==> src/rtl/if_pkg.sv <==
// Shared types and constants for the instruction fetch stage.
package if_pkg;

   localparam logic [31:0] PC_STEP     = 32'd4;
   localparam logic [31:0] DEFAULT_NOP = 32'h0000_0000;

   typedef enum logic {
      RUN  = 1'b0,
      HALT = 1'b1
   } fetch_state_t;

   typedef struct packed {
      logic [31:0] instr;
      logic [31:0] pc4;
      logic        valid;
   } ifid_t;

endpackage

==> src/rtl/instr_fetch_ifid_reg.sv <==
// IF/ID pipeline register: holds unless loaded; a squashing load writes the bubble.
module ifid_reg
   import if_pkg::*;
#(
   parameter logic [31:0] NOP_INSTR = DEFAULT_NOP
) (
   input  logic  clk,
   input  logic  rst,
   input  logic  load,
   input  logic  squash,
   input  ifid_t d,
   output ifid_t q
);

   ifid_t bubble;

   always_comb begin
      bubble       = '0;
      bubble.instr = NOP_INSTR;
   end

   always_ff @(posedge clk or posedge rst) begin
      if (rst) begin
         q <= bubble;
      end else if (load) begin
         q <= squash ? bubble : d;
      end
   end

endmodule

==> src/rtl/instr_fetch.sv <==
// Fetch stage: PC, redirect/stall/flush control and IF/ID capture.
// Optional out-of-range fetch trap enabled by defining IF_RANGE_CHECK_EN.
module instr_fetch
   import if_pkg::*;
#(
   parameter logic [31:0] RESET_PC   = 32'h0000_0000,
   parameter int unsigned IMEM_DEPTH = 128,
   parameter logic [31:0] NOP_INSTR  = DEFAULT_NOP
) (
   input  logic        clk,
   input  logic        rst,
   input  logic        stall,
   input  logic        flush,
   input  logic        redirect_valid,
   input  logic [31:0] redirect_pc,
   output logic [31:0] imem_addr,
   input  logic [31:0] imem_data,
   output logic [31:0] pc,
   output logic [31:0] ifid_instr,
   output logic [31:0] ifid_pc4,
   output logic        ifid_valid,
   output logic        fetch_fault
);

   fetch_state_t state, state_nxt;
   logic [31:0]  pc_nxt;
   logic [31:0]  pc_plus4;
   logic         ld;
   logic         sq;
   logic         range_hit;
   logic         fault_set;
   ifid_t        ifid_d;
   ifid_t        ifid_q;

   assign imem_addr = {2'b00, pc[31:2]};
   assign pc_plus4  = pc + PC_STEP;

`ifdef IF_RANGE_CHECK_EN
   assign range_hit = ({2'b00, pc[31:2]} >= 32'(IMEM_DEPTH));

   always_ff @(posedge clk or posedge rst) begin
      if (rst) begin
         fetch_fault <= 1'b0;
      end else if (fault_set) begin
         fetch_fault <= 1'b1;
      end
   end
`else
   assign range_hit   = 1'b0;
   assign fetch_fault = 1'b0;
`endif

   always_ff @(posedge clk or posedge rst) begin
      if (rst) begin
         state <= RUN;
         pc    <= RESET_PC;
      end else begin
         state <= state_nxt;
         pc    <= pc_nxt;
      end
   end

   // Priority in RUN: redirect > stall > range trap > flush > normal capture.
   always_comb begin
      state_nxt = state;
      pc_nxt    = pc;
      ld        = 1'b0;
      sq        = 1'b0;
      fault_set = 1'b0;
      unique case (state)
         RUN: begin
            if (redirect_valid) begin
               pc_nxt = {redirect_pc[31:2], 2'b00};
               ld     = 1'b1;
               sq     = 1'b1;
            end else if (!stall) begin
               if (range_hit) begin
                  ld        = 1'b1;
                  sq        = 1'b1;
                  fault_set = 1'b1;
                  state_nxt = HALT;
               end else begin
                  pc_nxt = pc_plus4;
                  ld     = 1'b1;
                  sq     = flush;
               end
            end
         end
         HALT: begin
            ld = 1'b1;
            sq = 1'b1;
         end
         default: begin
            state_nxt = RUN;
         end
      endcase
   end

   always_comb begin
      ifid_d       = '0;
      ifid_d.instr = imem_data;
      ifid_d.pc4   = pc_plus4;
      ifid_d.valid = 1'b1;
   end

   ifid_reg #(
      .NOP_INSTR (NOP_INSTR)
   ) u_ifid (
      .clk    (clk),
      .rst    (rst),
      .load   (ld),
      .squash (sq),
      .d      (ifid_d),
      .q      (ifid_q)
   );

   assign ifid_instr = ifid_q.instr;
   assign ifid_pc4   = ifid_q.pc4;
   assign ifid_valid = ifid_q.valid;

endmodule

==> config.mk <==
export PLATFORM = sky130hd
export DESIGN_NAME = instr_fetch
export DESIGN_NICKNAME = d
export VERILOG_FILES = /design/src/rtl/if_pkg.sv /design/src/rtl/instr_fetch_ifid_reg.sv /design/src/rtl/instr_fetch.sv
export SDC_FILE = /design/constraint.sdc
export NUM_CORES = 1
export LEC_CHECK = 0
export CAP_MARGIN = 25
export CELL_PAD_IN_SITES_DETAIL_PLACEMENT = 1
export CELL_PAD_IN_SITES_GLOBAL_PLACEMENT = 1
export CORE_MARGIN = 5
export CORE_UTILIZATION = 35
export CTS_BUF_LIST = sky130_fd_sc_hd__clkbuf_4 sky130_fd_sc_hd__clkbuf_8
export DETAILED_ROUTE_END_ITERATION = 6
export PLACE_DENSITY = 0.87
export SYNTH_ARGS = -nofsm -noshare
export SYNTH_HDL_FRONTEND = slang
export SYNTH_SLANG_ARGS = --single-unit
export TNS_END_PERCENT = 1
==> constraint.sdc <==
create_clock -name clk -period 8.6 [get_ports clk]
set_clock_uncertainty 0.2 [all_clocks]
set_input_delay 1.72 -clock clk [delete_from_list [all_inputs] [get_ports clk]]
set_output_delay 1.72 -clock clk [all_outputs]
set_load 0.02 [all_outputs]
; Word-level counts from Yosys, hierarchy flattened
; Index checks and enable logic that the tools add are counted.
[word_totals]
ff_bits = 98
inputBits = 69
out_inout_bits = 130
elab_cells = 19
[classes]
add_sub_neg = 1
n_eq_ne = 1
n_mux = 10
n_bitwise = 1
n_reduce_logical = 1
[op_table]
columns = operator, count
row1 = $mux W65, 1
row2 = $mux W32, 2
row3 = $add A32 B3 Y32 const B, 1
row4 = $mux W1, 5
row5 = $pmux W1 S2, 2
row6 = $ne A2 B1 Y1 const B, 1
row7 = $reduce_and A2 Y1, 1
row8 = $not A1 Y1, 1

; Depth between registers and ports, before layout
; Gate-level depths: netlist of run 1.
[logic_depth]
word_depth = 4
depth_mapped = 7
ltp_nobuf = 6

; Hierarchy
; A second synthesis of run 1 with hierarchy kept.
[hier_totals]
hier_cells = 476
hier_area_um2 = 4953.5
[by_module_without_submodules]
columns = mod, instances, cells_per_inst, area_each_um2
row1 = instr_fetch, 1, 328, 2612.5
row2 = ifid_reg, 1, 148, 2341.0

; Worst setup path before layout of run 1
; OpenSTA, ideal clock, no wires.
[synth_timing]
kind = input port to flip-flop
from = input redirect_valid
to = register u_ifid.q[43] (netlist name)
setup_time_ns = 0.066
arrival_ns = 2.787
required_time_ns = 8.334
slack_ns = 5.547
path_stages = 4
path_buffers = 2
path_cell_list = clkbuf_1 nor3_1 clkbuf_1 a22o_1
[synth_between]
elab_chain_len = 3
word_cells_on_any_way = 5
classes_between = mux: 5
[synth_lines]
columns = item, line
row1 = start: declaration, instr_fetch.sv:14  ; input logic redirect_valid,
row2 = $mux W1, instr_fetch.sv:72  ; if (redirect_valid) begin
row3 = $pmux W1 S2, instr_fetch.sv:70  ; unique case (state)
row4 = $mux W65, instr_fetch_ifid_reg.sv:26  ; q <= squash ? bubble : d;
row5 = end signal: assignment, instr_fetch_ifid_reg.sv:24  ; q <= bubble;
row6 = end signal: assignment, instr_fetch_ifid_reg.sv:26
row7 = end: declaration, instr_fetch_ifid_reg.sv:12  ; output ifid_t q
; Several ways; a longest one is shown, not always the timed one.
; A chain may end at the register's enable or synchronous reset.

; Final worst setup path of run 1
[layout_timing]
from = register pc[19]
to = output imem_addr[17]
[layout_rtl]
columns = item, line
row1 = start: declaration, instr_fetch.sv:18  ; output logic [31:0] pc,
row2 = start signal: assignment, instr_fetch.sv:59  ; pc <= pc_nxt;
row3 = end: declaration, instr_fetch.sv:16  ; output logic [31:0] imem_addr,
; No word-level cell between the ends.

==> qor.yml, run 1 <==
status:
  outcome: "completed"
setup_path:
  worst_path_largest_cell_delay_ns: 0.70
  worstPathRequired_ns: 6.68
  critPathTopFamily: "buffers and inverters"
  worstPathCellList: "clkdlybuf4s50_1"
  crit_buf_inv: 1
  crit_type: "reg2out"
  worstPathMaxFanout: 11
  arrival_ns: 1.70
  critPathSlowestCell: "clkdlybuf4s50_1"
  crit_path_end_kind: "output pin"
  start_kind: "flop"
logic_synthesis:
  synthTopCellsByCount: "dfrtp_1 (93), nand2_1 (71), o21ai_0 (44), buf_4 (37)"
  ys_ff_latch: 93
  synth_top_area_share_pct: 49.1
  syn_area_per_cell_um2: 10.1
  ys_warn_count: 0
  synth_flop_cell: "dfrtp_1"
  synth_cells: 469
  ys_seq_area_share_pct: 49.1
  yosys.area.top_type: "dfrtp_1"
  synth_area_um2: 4740
  yosys-top-cells-area: "dfrtp_1 (49%), a22o_1 (6.1%), xor2_1 (6.1%), buf_4 (5.9%), nand2_1 (5.6%)"
  ys_types: 40
  synthArstFlopShare_pct: 100
  synth_edf_count: 0
  yosysMostFrequentCell: "dfrtp_1"
grt:
  grt_pass1_wl_mm: 24.1
  grt_max_degree: 64
  gr-usage-met2_pct: 32.9
  grt_pass1_vias: 4372
  grt_antenna_before_repair: 0
  gr-usage-met1_pct: 23.1
  grt_remaining_overflow: 0
  use_met3_pct: 4.12
  track_usage_pct: 18.8
  grt_busiest_layer: "met2"
power:
  p_switching_uw: 333
  clockPowerShare_pct: 31.8
  p_int_uw: 768
  seqPwrFrac_pct: 45.8
  power_density_nw_per_um2: 163
  ir_worst_vdd_uv: 69.6
  leakage_nw: 2.74
  total_power_mw: 1.10
  p_sw_share_pct: 30.3
  comb_power_share_pct: 22.4
cells_and_area:
  diodes: 0
  final_layout_size_suffix_gt1_share_pct: 7.13
  fin_cells: 793
  utilization_pct: 51.0
  fin_nets: 682
  stdcell_area_um2: 6760
  syn2layout_area_growth_pct: 42.4
die:
  start_util_pct: 35.8
  fp-row-count: 42
  core_area_um2: 13200
  die-area_um2: 16000
  pin_count: 199
  fp.dieH_um: 126
  die_x_um: 126
clock_network:
  clock_latency_ns: 0.37
  cts_tree: "yes"
  cts.clk_slew.worst_paths_ns: 0.10
  htree_levels: 3
  numCtsBuffers: 9
  post-cts-setup-buffer-count: 0
  clk_path_buf_depth: 2
  clock_sinks: 93
  hold_buffers: 0
  cts_resized: 0
  cts_root_buf: "clkbuf_8"
routing:
  drtAntennaViolNets: 0
  via_per_inst: 5.06
  wl_per_cell_um: 19.0
  vias: 4011
  post-route-drc-count: 0
  drt-initial-drc-count: 209
  wl_mm: 15.1
  dr.pass1.iters: 4
timing:
  worst_slew_margin_rel_pct: 32.8
  rsz0062_at_grt: "false"
  maxSlewViolCount: 0
  finalSetupViolCount: 0
  fmax_mhz: 276
  hold_viol_final: 0
  fin_crit_sh_pct: 42.1
  tns_ns: 0
  post-route-min-period_ns: 3.62
  worst_pin_slew_ns: 1.00
placed_design:
  place_congestion: 0.852
  place_area_um2: 6500
  dp_hpwl_mm: 10.9
  dp.cells: 776
  io_buffers: 189
flow_run:
  maxCapViolations: 0
worst_hold_path:
  hold_path_class: "reg2reg"
==> power by group through the flow <==
stage / clock network (mW) / registers [mW] / logic (mW)
final: 0.350 / 0.504 / 0.247
after global routing: 0.375 / 0.510 / 0.263
after CTS: 0.360 / 0.505 / 0.250
after detailed placement: 0 / 0.513 / 0.249
after global placement: 0 / 0.510 / 0.244
after floorplan: 0 / 0.530 / 0.113
==> per-stage QoR <==
| step | hold WS (ns) | worst slack (ns) |
|---|---|---|
| global route | 0.316 | 4.89 |
| floorplan | 0.390 | 4.26 |
| global placement | 0.259 | 4.62 |
| finish | 0.283 | 4.98 |
| detailed placement | 0.268 | 4.50 |
| CTS | 0.292 | 4.94 |
==> flip-flops by register name (all words and copies together), names as in the netlist <==
name      flops
pc           30
u_ifid.q     63
==> layer usage <==
layer,part of all wire [%],vias up
li1,-,1834
met1,43,2006
met2,50,158
met3,6.4,13
met4,1.3,0
met5,0,-
==> cell type report <==
type	count	area (um2)
clock buffers	11	151
well taps	176	220
repair buffers	195	1940
fillers	1475	6480
inverters	4	17.5
clock inverters	5	88.8
flip-flops and latches	93	2330
multi-input cells	309	2010
==> kinds of logic (layout without fill, tap and decap cells) <==
logic type | Yosys count | count (layout) | share of synthesized area [%]
buffers and inverters | 73 | 215 | 9.26
muxes | 5 | 5 | 1.16
xor gates and xnor gates | 57 | 57 | 10.5
DFF | 93 | 93 | 49.1
adders and majority gates | 1 | 1 | 0.264
and+or+nand+nor | 151 | 151 | 17.8
other | 1 | 7 | 0.0790
AOI/OAI and AO/OA | 88 | 88 | 11.9
==> final timing paths <==
check / startpoint / endpoint / slack (ns) / depth (start not counted)
min in group asynchronous: rst / u_ifid.q[30] / 1.54 / 2
worst max-delay path: pc[19] / imem_addr[17] / 4.98 / 1
worst min-delay path: u_ifid.q[0] / u_ifid.q[0] / 0.28 / 2
worst max register to register: pc[2] / pc[28] / 5.66 / 6
max in group asynchronous: rst / u_ifid.q[50] / 5.60 / 3
worst min register to register: u_ifid.q[0] / u_ifid.q[0] / 0.28 / 2
==> layout by cell type (no fill, tap or decap), types with 2 or more instances in the layout <==
cell type	synthesis	layout
o21ai_1	11	11
xnor2_1	24	24
o21ai_0	44	44
nand2_1	71	71
nor3_4	2	2
dfrtp_1	93	93
clkdlybuf4s50_1	0	188
or2_1	2	2
nor3_2	2	3
inv_1	4	3
nand3_1	21	21
conb_1	1	7
xor2_1	33	33
nor4_4	3	3
nand3_4	2	2
buf_4	37	5
a22o_1	33	33
mux2_2	4	4
nor3_1	4	3
bufinv_16	0	2
nand4_2	2	2
nand4b_1	4	4
nor2_1	14	14
nand3b_1	3	3
clkbuf_8	0	11
nand4_1	7	7
and3_1	4	4
(Power assumes the default switching activity.)
==> run 2, diff against run 1 <==
- CORE_UTILIZATION: 35 -> 29
- PLACE_DENSITY: 0.87 -> 0.77
- clock period: 8.6 -> 3 ns (I/O delays scaled with it)
==> qor.yml, run 2 (synthesized netlist as in run 1, its figures left out) <==
grt:
  track_usage_pct: 16.3
  grt_max_degree: 94
  grt_antenna_before_repair: 0
  grt_pass1_vias: 4365
  grt_pass1_wl_mm: 24.1
  grt_remaining_overflow: 0
power:
  total_power_mw: 3.06
  leakage_nw: 2.76
  ir_worst_vdd_uv: 198
  power_density_nw_per_um2: 447
placed_design:
  dp_slack_ns: 0.279
  io_buffers: 189
  dp_hpwl_mm: 11.3
  place_congestion: 0.780
timing:
  maxSlewViolCount: 0
  finalSetupViolCount: 0
  fmax_mhz: 400
  fin_crit_sh_pct: 83.3
  hold_viol_final: 0
  tns_ns: 0
  worst_pin_slew_ns: 0.752
  post-route-min-period_ns: 2.50
  worst_slew_margin_rel_pct: 49.7
  fin_ws_ns: 0.501
  rsz0062_at_grt: "false"
setup_path:
  worst-r2r-cell-count: 7
  worstPathCellList: "clkdlybuf4s50_1"
  critPathTopFamily: "buffers and inverters"
  critPathSlowestCell: "clkdlybuf4s50_1"
  crit_buf_inv: 1
  worstPathMaxFanout: 11
  worst_path_largest_cell_delay_ns: 0.70
  crit_type: "reg2out"
  start_kind: "flop"
  reg2reg_from: "pc[2]"
  worstPathRequired_ns: 2.20
  rrSetupSlack_ns: 0.53
  arrival_ns: 1.70
  crit_path_end_kind: "output pin"
  reg2reg_to: "pc[28]"
routing:
  post-route-drc-count: 0
  drt-initial-drc-count: 116
  wl_per_cell_um: 18.4
  vias: 3991
  dr.pass1.iters: 4
  drtAntennaViolNets: 0
  via_per_inst: 4.76
  wl_mm: 15.4
cells_and_area:
  fillerInstances: 1806
  mostFrequentLayoutCells: "clkdlybuf4s50_1 (188), dfrtp_1 (93), nand2_1 (71)"
  final_layout_size_suffix_gt1_share_pct: 8.03
  final_common_cell: "clkdlybuf4s50_1"
  fin_nets: 688
  regArea_um2: 2330
  syn2layout_area_growth_pct: 44.1
  multi_input_area_um2: 2010
  reg_top3: "u_ifid.q x63, pc x30"
  top_register: "u_ifid.q"
  diodes: 0
  largest_reg_flops: 63
status:
  outcome: "completed"
die:
  pin_count: 199
  die_x_um: 138
  die-area_um2: 19000
  core_area_um2: 15900
  start_util_pct: 29.8
  fp-row-count: 46
  fp.dieH_um: 138
clock_network:
  cts_root_buf: "clkbuf_8"
  cts_resized: 0
  clk_path_buf_depth: 2
  hold_buffers: 0
  numCtsBuffers: 9
  cts.clk_slew.worst_paths_ns: 0.10
  htree_levels: 3
  post-cts-setup-buffer-count: 0
  clock_latency_ns: 0.37
  clock_sinks: 93
  cts_tree: "yes"
worst_hold_path:
  min_to: "u_ifid.q[5]"
  min-delay-start: "u_ifid.q[5]"
  hold_path_class: "reg2reg"
  min_path_cells: 2
flow_run:
  maxCapViolations: 0
-- run 2: area by class of cell --
type / count / area share (%)
Inverter: 4 / 0.274
Clock buffer: 10 / 2.01
Clock inverter: 6 / 1.01
Sequential cell: 93 / 34.0
Multi-Input combinational cell: 309 / 29.4
Timing Repair Buffer: 201 / 29.3
Tap cell: 216 / 3.95
-- run 2: how the worst max path moves through the flow --
stage / from / to / slack (ns) / depth (start not counted)
5_1_grt: pc[19] / imem_addr[17] / 0.41 / 1
2_1_floorplan: pc[2] / pc[20] / 0.75 / 7
6_report: pc[19] / imem_addr[17] / 0.50 / 1
3_3_place_gp: stall / u_ifid.q[22] / 0.42 / 5
4_1_cts: pc[19] / imem_addr[17] / 0.45 / 1
3_5_place_dp: stall / u_ifid.q[20] / 0.28 / 5
-- run 2: where the power goes --
part	internal [mW]	switching, mW	total (mW)
sequential	1.32	0.120	1.44
clock	0.415	0.484	0.899
combinational	0.356	0.360	0.716
total	2.09	0.965	3.06
-- run 2: routing by layer --
| metal | up-vias | track usage (%) | part of all wire, % | wire, um |
|---|---|---|---|---|
| li1 | 1843 | - | - | - |
| met1 | 1989 | 19.9 | 43 | 6590 |
| met2 | 145 | 28.8 | 49 | 7610 |
| met3 | 14 | 3.66 | 6.8 | 1050 |
| met4 | 0 | 4.99 | 1.3 | 202 |
| met5 | - | 0 | 0 | 0 |
-- run 2: per-stage QoR --
| stage | area [um2] | hold WS [ns] | cells | util (%) |
|---|---|---|---|---|
| floorplan | 4770 | 0.390 | 475 | - |
| global placement | 6630 | 0.264 | 823 | 41.6 |
| detailed placement | 6630 | 0.276 | 823 | 41.6 |
| CTS | 6840 | 0.295 | 839 | 42.9 |
| global route | 6840 | 0.333 | 839 | 42.9 |
| finish | 6840 | 0.288 | 839 | 42.9 |
